`src/rtl/imem_fetch_arbiter_pkg.sv`:
```
// Shared types and defaults for the instruction-memory fetch arbiter.
package imem_fetch_arbiter_pkg;

  // Fetch slot identity, also the value stored in the ordering FIFO
  typedef enum logic {
    SLOT_INST1 = 1'b0,
    SLOT_INST2 = 1'b1
  } fetch_slot_e;

  // Default number of accepted-but-unanswered requests
  localparam int IMEM_ARB_DEPTH = 4;

endpackage

```
`src/rtl/imem_arb_tag_fifo.sv`:
```
// Ordering FIFO for the fetch arbiter: DEPTH entries of one-bit slot IDs.
// Pointers wrap naturally; full/empty come from a separate occupancy count.
module imem_arb_tag_fifo #(
  parameter int DEPTH = 4
) (
  input  logic                     clk,
  input  logic                     rst,
  input  logic                     push,
  input  logic                     push_id,
  input  logic                     pop,
  output logic                     head_id,
  output logic [$clog2(DEPTH):0]   count,
  output logic                     empty,
  output logic                     full
);
  localparam int PTR_W = $clog2(DEPTH);
  localparam int CNT_W = PTR_W + 1;

  logic [DEPTH-1:0] mem_q, mem_d;
  logic [PTR_W-1:0] wr_ptr_q, wr_ptr_d;
  logic [PTR_W-1:0] rd_ptr_q, rd_ptr_d;
  logic [CNT_W-1:0] count_q, count_d;
  logic             do_push, do_pop;

  assign empty   = (count_q == '0);
  assign full    = (count_q == CNT_W'(DEPTH));
  assign count   = count_q;
  assign head_id = mem_q[rd_ptr_q];
  // Guard against overflow/underflow even if the caller misbehaves
  assign do_push = push && !full;
  assign do_pop  = pop && !empty;

  // Next-state for storage, pointers and occupancy
  always_comb begin
    mem_d    = mem_q;
    wr_ptr_d = wr_ptr_q;
    rd_ptr_d = rd_ptr_q;
    count_d  = count_q;
    if (do_push) begin
      mem_d[wr_ptr_q] = push_id;
      wr_ptr_d        = wr_ptr_q + PTR_W'(1);
    end
    if (do_pop) rd_ptr_d = rd_ptr_q + PTR_W'(1);
    case ({do_push, do_pop})
      2'b10:   count_d = count_q + CNT_W'(1);
      2'b01:   count_d = count_q - CNT_W'(1);
      default: count_d = count_q;
    endcase
  end

  // State registers, emptied on reset
  always_ff @(posedge clk or negedge rst) begin
    if (!rst) begin
      mem_q    <= '0;
      wr_ptr_q <= '0;
      rd_ptr_q <= '0;
      count_q  <= '0;
    end else begin
      mem_q    <= mem_d;
      wr_ptr_q <= wr_ptr_d;
      rd_ptr_q <= rd_ptr_d;
      count_q  <= count_d;
    end
  end

endmodule

```
`src/rtl/imem_fetch_arbiter.sv`:
```
// Shares one instruction-memory req/gnt port between the two fetch slots
// and steers in-order responses back to the requesting slot.
// Build option: IMEM_ARB_FIXED_PRIO_EN gives Inst1 fixed priority; otherwise
// round-robin between slots.
module imem_fetch_arbiter
  import imem_fetch_arbiter_pkg::*;
#(
  parameter int ADDR_W = 32,
  parameter int DATA_W = 32,
  parameter int DEPTH  = IMEM_ARB_DEPTH
) (
  input  logic                   clk,
  input  logic                   rst,
  input  logic                   inst1_req,
  input  logic [ADDR_W-1:0]      inst1_addr,
  output logic                   inst1_gnt,
  output logic                   inst1_rvalid,
  output logic [DATA_W-1:0]      inst1_rdata,
  input  logic                   inst2_req,
  input  logic [ADDR_W-1:0]      inst2_addr,
  output logic                   inst2_gnt,
  output logic                   inst2_rvalid,
  output logic [DATA_W-1:0]      inst2_rdata,
  output logic                   mem_req,
  output logic [ADDR_W-1:0]      mem_addr,
  input  logic                   mem_gnt,
  input  logic                   mem_rvalid,
  input  logic [DATA_W-1:0]      mem_rdata,
  output logic [$clog2(DEPTH):0] outstanding,
  output logic                   rsp_err
);

  fetch_slot_e winner;
  logic        accept, pop;
  logic        fifo_head, fifo_empty, fifo_full;
  logic        rsp_err_q, rsp_err_d;

`ifndef IMEM_ARB_FIXED_PRIO_EN
  fetch_slot_e rr_q, rr_d;

  // Winner: sole requester, otherwise whichever slot the pointer favours
  always_comb begin
    winner = SLOT_INST1;
    if (inst1_req && inst2_req) winner = rr_q;
    else if (inst2_req)         winner = SLOT_INST2;
  end

  // Pointer moves to the losing slot only when a request is accepted
  always_comb begin
    rr_d = rr_q;
    if (accept) rr_d = (winner == SLOT_INST1) ? SLOT_INST2 : SLOT_INST1;
  end

  // Round-robin pointer register, favours Inst1 out of reset
  always_ff @(posedge clk or negedge rst) begin
    if (!rst) rr_q <= SLOT_INST1;
    else      rr_q <= rr_d;
  end
`else
  // Winner: Inst1 (older in program order) whenever it requests
  always_comb begin
    winner = SLOT_INST1;
    if (!inst1_req && inst2_req) winner = SLOT_INST2;
  end
`endif

  // Request path; rst gates outputs so nothing is offered while held in reset.
  // Full blocks the request even if a response frees an entry this cycle.
  assign mem_req   = rst && (inst1_req || inst2_req) && !fifo_full;
  assign mem_addr  = (winner == SLOT_INST2) ? inst2_addr : inst1_addr;
  assign accept    = mem_req && mem_gnt;
  assign inst1_gnt = accept && (winner == SLOT_INST1);
  assign inst2_gnt = accept && (winner == SLOT_INST2);

  // Response path: head of the ordering FIFO names the owner of this beat
  assign pop          = rst && mem_rvalid && !fifo_empty;
  assign inst1_rvalid = pop && (fifo_head == 1'b0);
  assign inst2_rvalid = pop && (fifo_head == 1'b1);
  assign inst1_rdata  = mem_rdata;
  assign inst2_rdata  = mem_rdata;

  imem_arb_tag_fifo #(.DEPTH(DEPTH)) u_tag_fifo (
    .clk     (clk),
    .rst     (rst),
    .push    (accept),
    .push_id (winner == SLOT_INST2),
    .pop     (pop),
    .head_id (fifo_head),
    .count   (outstanding),
    .empty   (fifo_empty),
    .full    (fifo_full)
  );

  // Sticky error: a response arrived that no accepted request was waiting for
  always_comb begin
    rsp_err_d = rsp_err_q;
    if (mem_rvalid && fifo_empty) rsp_err_d = 1'b1;
  end

  // Error flag register, cleared only by reset
  always_ff @(posedge clk or negedge rst) begin
    if (!rst) rsp_err_q <= 1'b0;
    else      rsp_err_q <= rsp_err_d;
  end

  assign rsp_err = rsp_err_q;

endmodule

```
`config.mk`:
```
export PLATFORM = sky130hd
export DESIGN_NAME = imem_fetch_arbiter
export DESIGN_NICKNAME = d
export VERILOG_FILES = /design/src/rtl/imem_fetch_arbiter_pkg.sv /design/src/rtl/imem_arb_tag_fifo.sv /design/src/rtl/imem_fetch_arbiter.sv
export SDC_FILE = /design/constraint.sdc
export NUM_CORES = 1
export LEC_CHECK = 0
export CAP_MARGIN = 20
export CELL_PAD_IN_SITES_DETAIL_PLACEMENT = 0
export CELL_PAD_IN_SITES_GLOBAL_PLACEMENT = 1
export CORE_AREA = 2 2 81 83
export DETAILED_ROUTE_END_ITERATION = 8
export DIE_AREA = 0 0 83 85
export DONT_BUFFER_PORTS = 1
export PLACE_DENSITY = 0.59
export SLEW_MARGIN = 0
export SYNTH_ARGS = -nofsm -noshare
export SYNTH_HDL_FRONTEND = slang
export SYNTH_SLANG_ARGS = --single-unit
export TNS_END_PERCENT = 20
```
`constraint.sdc`:
```
create_clock -name clk -period 6.23 [get_ports clk]
set_input_delay 0.9345 -clock clk [delete_from_list [all_inputs] [get_ports clk]]
set_output_delay 0.9345 -clock clk [all_outputs]
set_load 0.02 [all_outputs]
```
==> Word-level counts from Yosys, hierarchy flattened <==
Index checks and enable logic that the tools add are counted.
{ "totals": {"reg_bits": 13, "inputBits": 102} }
{ "op_classes": {"n_addsub": 4, "order_cmp": 3, "eq_ne": 3, "muxes": 10, "bitwise": 2, "n_reduce_logical": 19} }
{ "ops": {"columns": ["operator", "n"], "rows": [
  ["32-bit 2-to-1 mux", 1],
  ["1-bit logical AND", 14],
  ["2-bit by 3-bit < comparator with 1-bit output (second input constant)", 2],
  ["3-bit one-hot mux with 2 select lines", 1],
  ["1-bit 2-to-1 mux", 5],
  ["2-bit by 1-bit adder with 2-bit output (second input constant)", 2],
  ["4-bit bitwise mux", 1],
  ["3-bit by 1-bit adder with 3-bit output (second input constant)", 1],
  ["3-bit equality test (second input constant)", 1],
  ["3-bit logical NOT", 1],
  ["3-bit by 1-bit subtractor with 3-bit output (second input constant)", 1],
  ["1-bit binary-select mux with 2-bit select", 1],
  ["1-bit demux with 2-bit select", 1],
  ["2-bit by 1-bit equality test with 1-bit output (second input constant)", 1],
  ["2-bit equality test (second input constant)", 1],
  ["2-bit by 1-bit >= comparator with 1-bit output (second input constant)", 1],
  ["1-bit logical NOT", 2],
  ["1-bit inverter", 2],
  ["2-bit nonzero test", 1],
  ["1-bit logical OR", 1]
]} }

==> Logic depth before layout (Yosys ltp) <==
{ "depth": {"word_depth": 7, "ltp_mapped": 9} }

==> Cells and area by module <==
Synthesis repeated with hierarchy kept, for this count alone.
{ "unflattened": {"cells_unflattened": 172, "hier_area_um2": 1634.1} }
{ "by_module_without_submodules": {"columns": ["module", "instances", "cells_each", "area_each_um2", "seq_area_each_um2"], "rows": [
  ["imem_fetch_arbiter", 1, 118, 1028.5, 50.0],
  ["imem_arb_tag_fifo", 1, 54, 605.6, 275.3]
]} }

==> Least setup slack after synthesis <==
Ideal clock, no wire load.
{ "synth_path": {"path_type": "input to output", "from": "input inst2_req", "to": "output mem_addr[22]", "arrival_ns": 1.808, "t_required_ns": 5.295, "slack_ns": 3.487, "stages": 4, "n_path_buf": 2, "path_cell_list": "a21boi_2 buf_4 buf_4 mux2_2"} }
{ "synth_via": {"elab_chain_cells": 3, "word_cells_on_any_way": 4, "classes_between": "mux: 3; reduce/logical: 1"} }
{ "synth_rtl": {"columns": ["element", "line", "text"], "rows": [
  ["start, declared", "imem_fetch_arbiter.sv:19", "input logic inst2_req,"],
  ["1-bit 2-to-1 mux or 1-bit logical AND (tied branches)", "imem_fetch_arbiter.sv:45, imem_fetch_arbiter.sv:44", null],
  ["1-bit 2-to-1 mux *", "imem_fetch_arbiter.sv:44", "if (inst1_req && inst2_req) winner = rr_q;"],
  ["32-bit 2-to-1 mux *", "imem_fetch_arbiter.sv:70", "assign mem_addr = (winner == SLOT_INST2) ? inst2_addr : inst1_addr;"],
  ["end, declared", "imem_fetch_arbiter.sv:25", "output logic [ADDR_W-1:0] mem_addr,"]
]} }
Mark *: on every way between the ends. The rest lies on a longest branch, timed or not.

==> Worst setup path in the final report <==
{ "layout_path": {"from": "input inst2_req", "to": "output mem_addr[7]"} }
The elaborated chain is that of the path after synthesis.

==> impl_summary.md <==
Synthesis
The post-synthesis share of cell area spent on xor and xnor gates is 3.30%. The main combinational cell family by area after synthesis is buffers and inverters. The synthesized netlist devotes 3.62% of its cell area to compound gates.

The synthesized flop and latch total is 13. The average cell area after synthesis is 10.1 um^2. The multiplexer area fraction after synthesis is 28.9%. The Yosys warning count is 0. The mapped netlist covers 1590 um^2. Counting every net in the synthesized netlist gives 266.

The synthesized netlist devotes 4.72% of its cell area to simple gates. Sequential cells were found to cover 20.4% of the synthesized design area. Yosys mapped the design onto 27 distinct sky130hd cell types. The cell count after synthesis came out at 158. The synthesized netlist devotes 5.19% of its cell area to adder and majority cells.

Detailed routing
The initial detailed-routing violation count is 18. For this block, the routed nets add up to 3670 um of wire. The via count normalized by instance count is 4.74.

For this run, design rule violations remaining after detail routing come to 0. The via count is 810. Before antenna repair, the detailed router went through 2 iterations. The number of antenna-violating nets in the routed design is 0.

The detail-routed net length per standard cell is 21.5 um.

Global route
The via count of the first global-routing pass is 845. The pin count of the biggest net entering global routing is 40. After global routing the overflow that remains totals 0. The wire length of the first global-routing pass is 5050 um. For this run, the total global-route usage over all layers was measured as 9.45%. The number of antenna violations at the first check in global routing is 0.

Layout
The end-of-flow core utilization is 20.2%. The fill cell instance count of the final layout is 672. The library cell used most frequently in the layout, excluding fill and tap cells, is sky130_fd_sc_hd__mux2_2.

The storage element area is 325 um^2. After the last flow step, the layout net total stands at 203. The fraction of layout cells with a size suffix above 1 is 48.9%. The area growth from synthesis to final layout is -21.3%. The repair_antennas step left the layout with diodes totalling 0. The multi-input combinational cells in the finished layout cover a total of 734 um^2. Leaving out fill and tap cells, the most frequent cells in the layout are sky130_fd_sc_hd__mux2_2, sky130_fd_sc_hd__dfrtp_1, sky130_fd_sc_hd__inv_1.

Outcome
The run finished with clean final reports.

STA
At the pin with the least slew margin, the transition time is 409 ps. Derived from the worst setup path, the maximum achievable clock frequency is 0.341 GHz. Subtracting the final worst setup slack from the clock period gives 2930 ps. The normalized max-slew margin is 72.7%. The share of the clock period used by the worst path is 47.1%. The clock arrives with 0.791 ps of skew.

The number of slew-limit violations in the final report is 0. Setup repair after global routing left no endpoint under its margin. The final count of negative-setup-slack endpoints is 0. The final number of hold-violating endpoints came to 0.

The worst path meets setup with 3300 ps of slack. Adding up every negative setup slack in the final design gives 0 ps.

CTS
Once the clock tree was built, the resizer swapped 0 gates to a different size. The buffers inserted during post-CTS setup optimization is 0. CTS built an H-tree with a depth of 1. The TritonCTS clock tree is yes. Counting along the longest clock path gives a buffer depth of 2.

Clock latency on the worst-skew pair, taken at its later pin, is 240 ps. The number of buffers inserted during clock tree synthesis is 3. The master cell of the clock root buffer is sky130_fd_sc_hd__clkbuf_8. Clock tree synthesis found a total of 13 sinks. Clock-pin slew was measured on the worst setup and hold paths at 60 ps. The number of buffers inserted by hold repair at cts is 0.

Floorplanning
The floorplan step set the die height to 85 um. The standard cell core area is 6200 um^2. The number of primary I/O pins is 207. The count of standard-cell rows is 29. For this configuration, the core starts out at a cell density of 25.7%.

The die covers 7060 um^2. Measured along the x axis, the die boundary spans 83 um.

Worst setup path
For the worst flop-to-flop path, the logic depth is 8. The critical path arrival is 2000 ps. The critical path is of the in2out type. STA puts the critical path data required time at 5300 ps. STA classifies the critical path endpoint as a primary output.

The largest driver fanout on the critical path is 29. STA classifies the critical path startpoint as an input port. The worst setup slack for register-to-register paths is 3880 ps.

Power and ir drop
The peak supply drop is 0.105 mV. The power density over the cells is 393 nW/um^2. Overall power consumption after layout is estimated at 0.000492 W. The static leakage power is 0.514 nW.

Placement
The setup slack at placement is 2940 ps. Detailed placement ended at an HPWL of 3260 um. At the end of routability-driven placement, the weighted congestion stood at 0.660. The total of buffers placed on input and output ports is 0.

Job
The max-cap check violation count is 0.

Worst hold path
The worst hold-check path type is in2async.
[layer usage]
layer  track usage, %  up-vias  part of all wire (%)  wire (um)
li1                 -      336                     -          -
met1             9.04      379                    32       1170
met2             16.5       85                    53       1950
met3             3.31       10                   9.9        362
met4             7.60        0                   5.1        187
met5                0        -                     0          0
[cell type report]
class / instances / area share, %
multi-input combinational: 70 / 58.6
clock buffer: 3 / 3.30
timing repair buffer: 1 / 2.20
inverter: 6 / 1.80
sequential: 13 / 26.0
clock inverter: 1 / 0.400
tap: 77 / 7.69
[cell families after synthesis]
logic type,after synthesis
AO/OA/AOI/OAI,5
adder cells (fa/ha/maj),6
XOR/XNOR,6
buffers and inverters,75
AND/OR/NAND/NOR,13
multiplexers,40
flip-flops,13
[per-stage QoR]
stage          instance area (um^2)  instances  hold WS (ps)
2_1_floorplan                  1590        158           453
3_3_place_gp                   1180        166           473
3_5_place_dp                   1180        166           481
4_1_cts                        1220        170           376
5_1_grt                        1250        171           370
6_report                       1250        171           384
[report_power, final]
part,switching (W),internal (W)
Combinational,0.000130,0.000105
Sequential,0.0000556,0.000127
Clock,0.0000308,0.0000441
[worst paths after layout]
path | startpoint | to
worst min register to register | u_tag_fifo.rd_ptr_q[1] | u_tag_fifo.rd_ptr_q[1]
worst max register to register | u_tag_fifo.count[2] | u_tag_fifo.count[2]
worst max-delay path | inst2_req | mem_addr[7]
min in group clk | u_tag_fifo.rd_ptr_q[1] | u_tag_fifo.rd_ptr_q[1]
max in group asynchronous | rst | u_tag_fifo.rd_ptr_q[1]
worst min-delay path | rst | u_tag_fifo.count[0]
[cell usage after synthesis]
cell                       instances  area (um^2)
sky130_fd_sc_hd__buf_4            66          495
sky130_fd_sc_hd__mux2_2           36          405
sky130_fd_sc_hd__dfrtp_1          13          325
sky130_fd_sc_hd__inv_1             6         22.5
sky130_fd_sc_hd__ha_1              5         62.6
sky130_fd_sc_hd__nand3_1           4         20.0
sky130_fd_sc_hd__xnor2_1           3         26.3
sky130_fd_sc_hd__xor2_1            3         26.3
sky130_fd_sc_hd__buf_2             2         10.0
sky130_fd_sc_hd__mux2i_1           2         20.0
sky130_fd_sc_hd__nor2_1            2         7.51
sky130_fd_sc_hd__a21boi_2          1         11.3
sky130_fd_sc_hd__a21o_1            1         7.51
sky130_fd_sc_hd__and2_1            1         6.26
sky130_fd_sc_hd__and3_1            1         6.26
sky130_fd_sc_hd__buf_6             1         11.3
sky130_fd_sc_hd__fa_1              1         20.0
sky130_fd_sc_hd__mux2_1            1         11.3
sky130_fd_sc_hd__mux4_2            1         22.5
sky130_fd_sc_hd__nand2_1           1         3.75
sky130_fd_sc_hd__nand2_4           1         11.3
sky130_fd_sc_hd__nor2b_1           1         6.26
sky130_fd_sc_hd__nor3_1            1         5.00
sky130_fd_sc_hd__o211a_1           1         10.0
sky130_fd_sc_hd__o211a_4           1         17.5
sky130_fd_sc_hd__o311a_2           1         11.3
sky130_fd_sc_hd__or3b_1            1         8.76
[worst max-delay path: stages]
cell	delay, ps
sky130_fd_sc_hd__a21boi_4	370
sky130_fd_sc_hd__buf_16	230
sky130_fd_sc_hd__mux2_2	440
[registers in the layout (all words and copies together), names as in the netlist]
register and flops:
rsp_err 1, u_tag_fifo.rd_ptr_q 2, u_tag_fifo.count 3, u_tag_fifo.mem_q 4
u_tag_fifo.wr_ptr_q 2, rr_q 1
Note: power is estimated with default switching activity, not from simulation.
==> patch 1 (same settings) <==
Change the package constant `IMEM_ARB_DEPTH` from 4 to 8.
--- a/src/rtl/imem_fetch_arbiter_pkg.sv
+++ b/src/rtl/imem_fetch_arbiter_pkg.sv
@@ -9,5 +9,5 @@
 
   // Default number of accepted-but-unanswered requests
-  localparam int IMEM_ARB_DEPTH = 4;
+  localparam int IMEM_ARB_DEPTH = 8;
 
 endpackage
Interface: changed (resized outstanding); port bits go from 207 to 208. The function was not compared with the original's and may differ.
==> patch 1 against the unedited design <==
  * Routed wire length rose by 17%
  * Cell area rose by 33%
  * Sequential power rose by 65%
  * Non-clock buffer count rose by 1
  * Via count rose by 63%
  * Sequential cell count rose by 7
  * Synthesized area rose by 26%
  * First-iteration DRC count rose by 140%
  * Setup slack improved by 0.053 ns
  * Power rose by 40%
  * Largest cell class unchanged
  * Largest power group is now sequential cells
==> patch 1: results <==
[routing]
met3_length_um = 432
via_per_inst = 4.84
drt_iter0_drc = 44
met1Wirelength_um = 1790
drtPass1Iterations = 4
met2_length_um = 2050

[global_routing]
grt_first_pass_wirelength_um = 6450
grt_max_degree = 35
use_met2_pct = 18.5
use_met1_pct = 13.8
grt_pass1_vias = 1233
grtUsageMet3_pct = 4.67
gr-usage-all-layers_pct = 11.1

[cells_and_area]
layout.nets = 304
largest_reg_flops = 8
fillCellCount = 673
largest_register = "u_tag_fifo.mem_q"
final_layout_size_suffix_gt1_share_pct = 12.8
final_util_pct = 26.9

[logic_synthesis]
syn_nets = 372
synth-compound-area-share_pct = 4.80
yosys-top-cells-count = "105 x nand2_1, 64 x buf_4, 20 x dfrtp_1"
synth_area_leaders = "dfrtp_1 25%, buf_4 24%, nand2_1 20%, ha_1 3.1%, mux2_2 2.8%"
yosys.cell_types.count = 38
synth_xor_area_share_pct = 3.93
muxShareOfSynthArea_pct = 7.61
seq_area_frac_synth_pct = 25.0

[clock_tree]
clock_latency_ns = 0.26

[worst_setup_path]
path_max_fanout = 32
max_stage_delay_ns = 0.38
rrSetupSlack_ns = 3.57
worst_path_max_delay_cell = "buf_4"
cpLargestDelayFamily = "buffers and inverters"
critical_path_arrival_ns = 1.95

[run_status]
outcome = "finished clean"

[power_and_ir_drop]
ir_worst_vdd_mv = 0.256

[timing]
relSlewSlack_pct = 67.5
whs_ns = 0.361
finClkSkew_ns = 0.00364

[place]
gp_congestion = 0.768
==> patch 1: changes by cell type in the layout (fill, tap and decap cells not counted), moves of 3 or more <==
cell	delta
nor2_1	+3
nand2_1	+104
mux2_2	-31
a21oi_1	+4
dfrtp_1	+7
==> patch 1: report_power, final <==
| group | leakage (uW) | switching [uW] | internal (uW) |
|---|---|---|---|
| Combinational | 0.000533 | 139 | 117 |
| Sequential | 0.000242 | 113 | 189 |
| Clock | 0.0000357 | 44.3 | 85.7 |
| Total | 0.000810 | 296 | 391 |
==> patch 1: layout make-up <==
type	count	area [um^2]	share of cell area [%]
clock inverter	1	30.0	1.80
inverter	5	18.8	1.13
sequential	20	500	30.0
clock buffer	3	41.3	2.48
multi-input combinational	165	965	57.9
tap	77	96.3	5.78
timing repair buffer	2	15.0	0.901
==> patch 1: path summary, 6_finish.rpt <==
check                           cells after the start                      to                   start
min in group clk                                    1  u_tag_fifo.rd_ptr_q[2]  u_tag_fifo.rd_ptr_q[2]
worst min register to register                      1  u_tag_fifo.rd_ptr_q[2]  u_tag_fifo.rd_ptr_q[2]
max in group asynchronous                           0  u_tag_fifo.rd_ptr_q[1]                     rst
worst min-delay path                                0     u_tag_fifo.mem_q[4]                     rst
worst max register to register                     10     u_tag_fifo.count[2]     u_tag_fifo.count[3]
worst max-delay path                                4            mem_addr[22]               inst2_req
==> patch 1: stage by stage <==
| step | worst slack [ns] | area [um^2] | std cells |
|---|---|---|---|
| CTS | 3.31 | 1670 | 273 |
| floorplan | 3.50 | 2010 | 265 |
| detailed placement | 3.32 | 1600 | 269 |
| global placement | 3.33 | 1600 | 269 |
| finish | 3.35 | 1670 | 273 |
| global route | 3.24 | 1670 | 273 |
==> patch 2 (config.mk and constraints unchanged) <==
Made on the original files. `mem_q` no longer has a reset.
--- a/src/rtl/imem_arb_tag_fifo.sv
+++ b/src/rtl/imem_arb_tag_fifo.sv
@@ -52,10 +52,8 @@
   always_ff @(posedge clk or negedge rst) begin
     if (!rst) begin
-      mem_q    <= '0;
       wr_ptr_q <= '0;
       rd_ptr_q <= '0;
       count_q  <= '0;
     end else begin
-      mem_q    <= mem_d;
       wr_ptr_q <= wr_ptr_d;
       rd_ptr_q <= rd_ptr_d;
@@ -64,4 +62,8 @@
   end
 
+  always_ff @(posedge clk) begin
+    mem_q <= mem_d;
+  end
+
 endmodule
 
Function: same outputs for any inputs over 10 cycles, from zero or initial values and one cycle with rst low; that may be too few to reach the edited logic, so the function may still have changed.
==> patch 2 against the unedited design <==
  * Sequential cell count is the same
  * Setup slack gained 0.090 ns
  * Largest power group unchanged
  * Cell area shrank 0.60%
  * Largest cell class unchanged
  * Highest routed layer unchanged
  * Power shrank 6.7%
  * Synthesized area shrank 0.47%
  * Routed wire length grew 1.8%
  * Worst hold slack lost 0.0058 ns
  * Combinational power shrank 13%
  * Critical path type unchanged
==> patch 2: results <==
[timing]
setup_slack_ns = 3.39
tightest_slew_ns = 0.522
whs_ns = 0.378

[worst_setup_path]
path_max_fanout = 10
crit_path_end = "inst2_gnt"
worstRegToRegCells = 9
r2r_start = "u_tag_fifo.count[0]"
critical_path_arrival_ns = 1.91
rrSetupSlack_ns = 3.97
max_stage_delay_ns = 0.48
cpLargestDelayFamily = "compound AO/OA/AOI/OAI gates"

[logic_synthesis]
synth-async-reset-ratio_pct = 69.2
syn_inst = 155
yosys-top-cells-count = "67 x buf_4, 25 x mux2_1, 9 x dfrtp_1, 9 x inv_1, 7 x mux2_2"
syn_nets = 263
synth_area_leaders = "buf_4 32%, mux2_1 18%, dfrtp_1 14%, edfxtp_1 7.6%, mux2_2 5.0%"
yosys.cell_types.count = 26
seq_area_frac_synth_pct = 21.8

[power_and_ir_drop]
pwr.group.combinational_uw = 204
leakage_uw = 0.000487
p_sw_share_pct = 44.8
ir_worst_vdd_mv = 0.155

[place]
gp_congestion = 0.746
pre_cts_slack_ns = 2.91
placed_area_um2 = 1180

[routing]
drt_iter0_drc = 15
drtPass1Iterations = 3
wirelength_um = 3740
wire_per_inst_um = 21.8
via_per_inst = 4.61

[run_status]
outcome = "finished clean"

[global_routing]
grtUsageMet3_pct = 4.47
use_met1_pct = 11.9
antenna_found_initial = 1

[cells_and_area]
layout.nets = 202
[patch 2: cell types whose count changed after synthesis, sizes merged, moves of 3 or more]
| cell | before | now |
|---|---|---|
| mux2 | 37 | 34 |
| nand3 | 4 | 0 |
| edfxtp | 0 | 4 |
| and2 | 1 | 6 |
| dfrtp | 13 | 9 |
| inv | 6 | 9 |
[patch 2: cell families after synthesis]
family / Yosys count / share of synthesized area, %
AO/OA/AOI/OAI: 6 / 4.34
XOR/XNOR: 6 / 3.32
adder cells (fa/ha/maj): 6 / 5.21
buffers and inverters: 76 / 33.9
flip-flops: 13 / 21.8
multiplexers: 36 / 26.7
AND/OR/NAND/NOR: 12 / 4.74
[patch 2: final cells by class]
class | instances | area [um^2]
fill | 668 | 4960
multi-input combinational | 66 | 702
sequential | 13 | 345
tap | 77 | 96.3
clock buffer | 4 | 45.0
inverter | 9 | 33.8
timing repair buffer | 1 | 20.0
antenna | 1 | 2.50
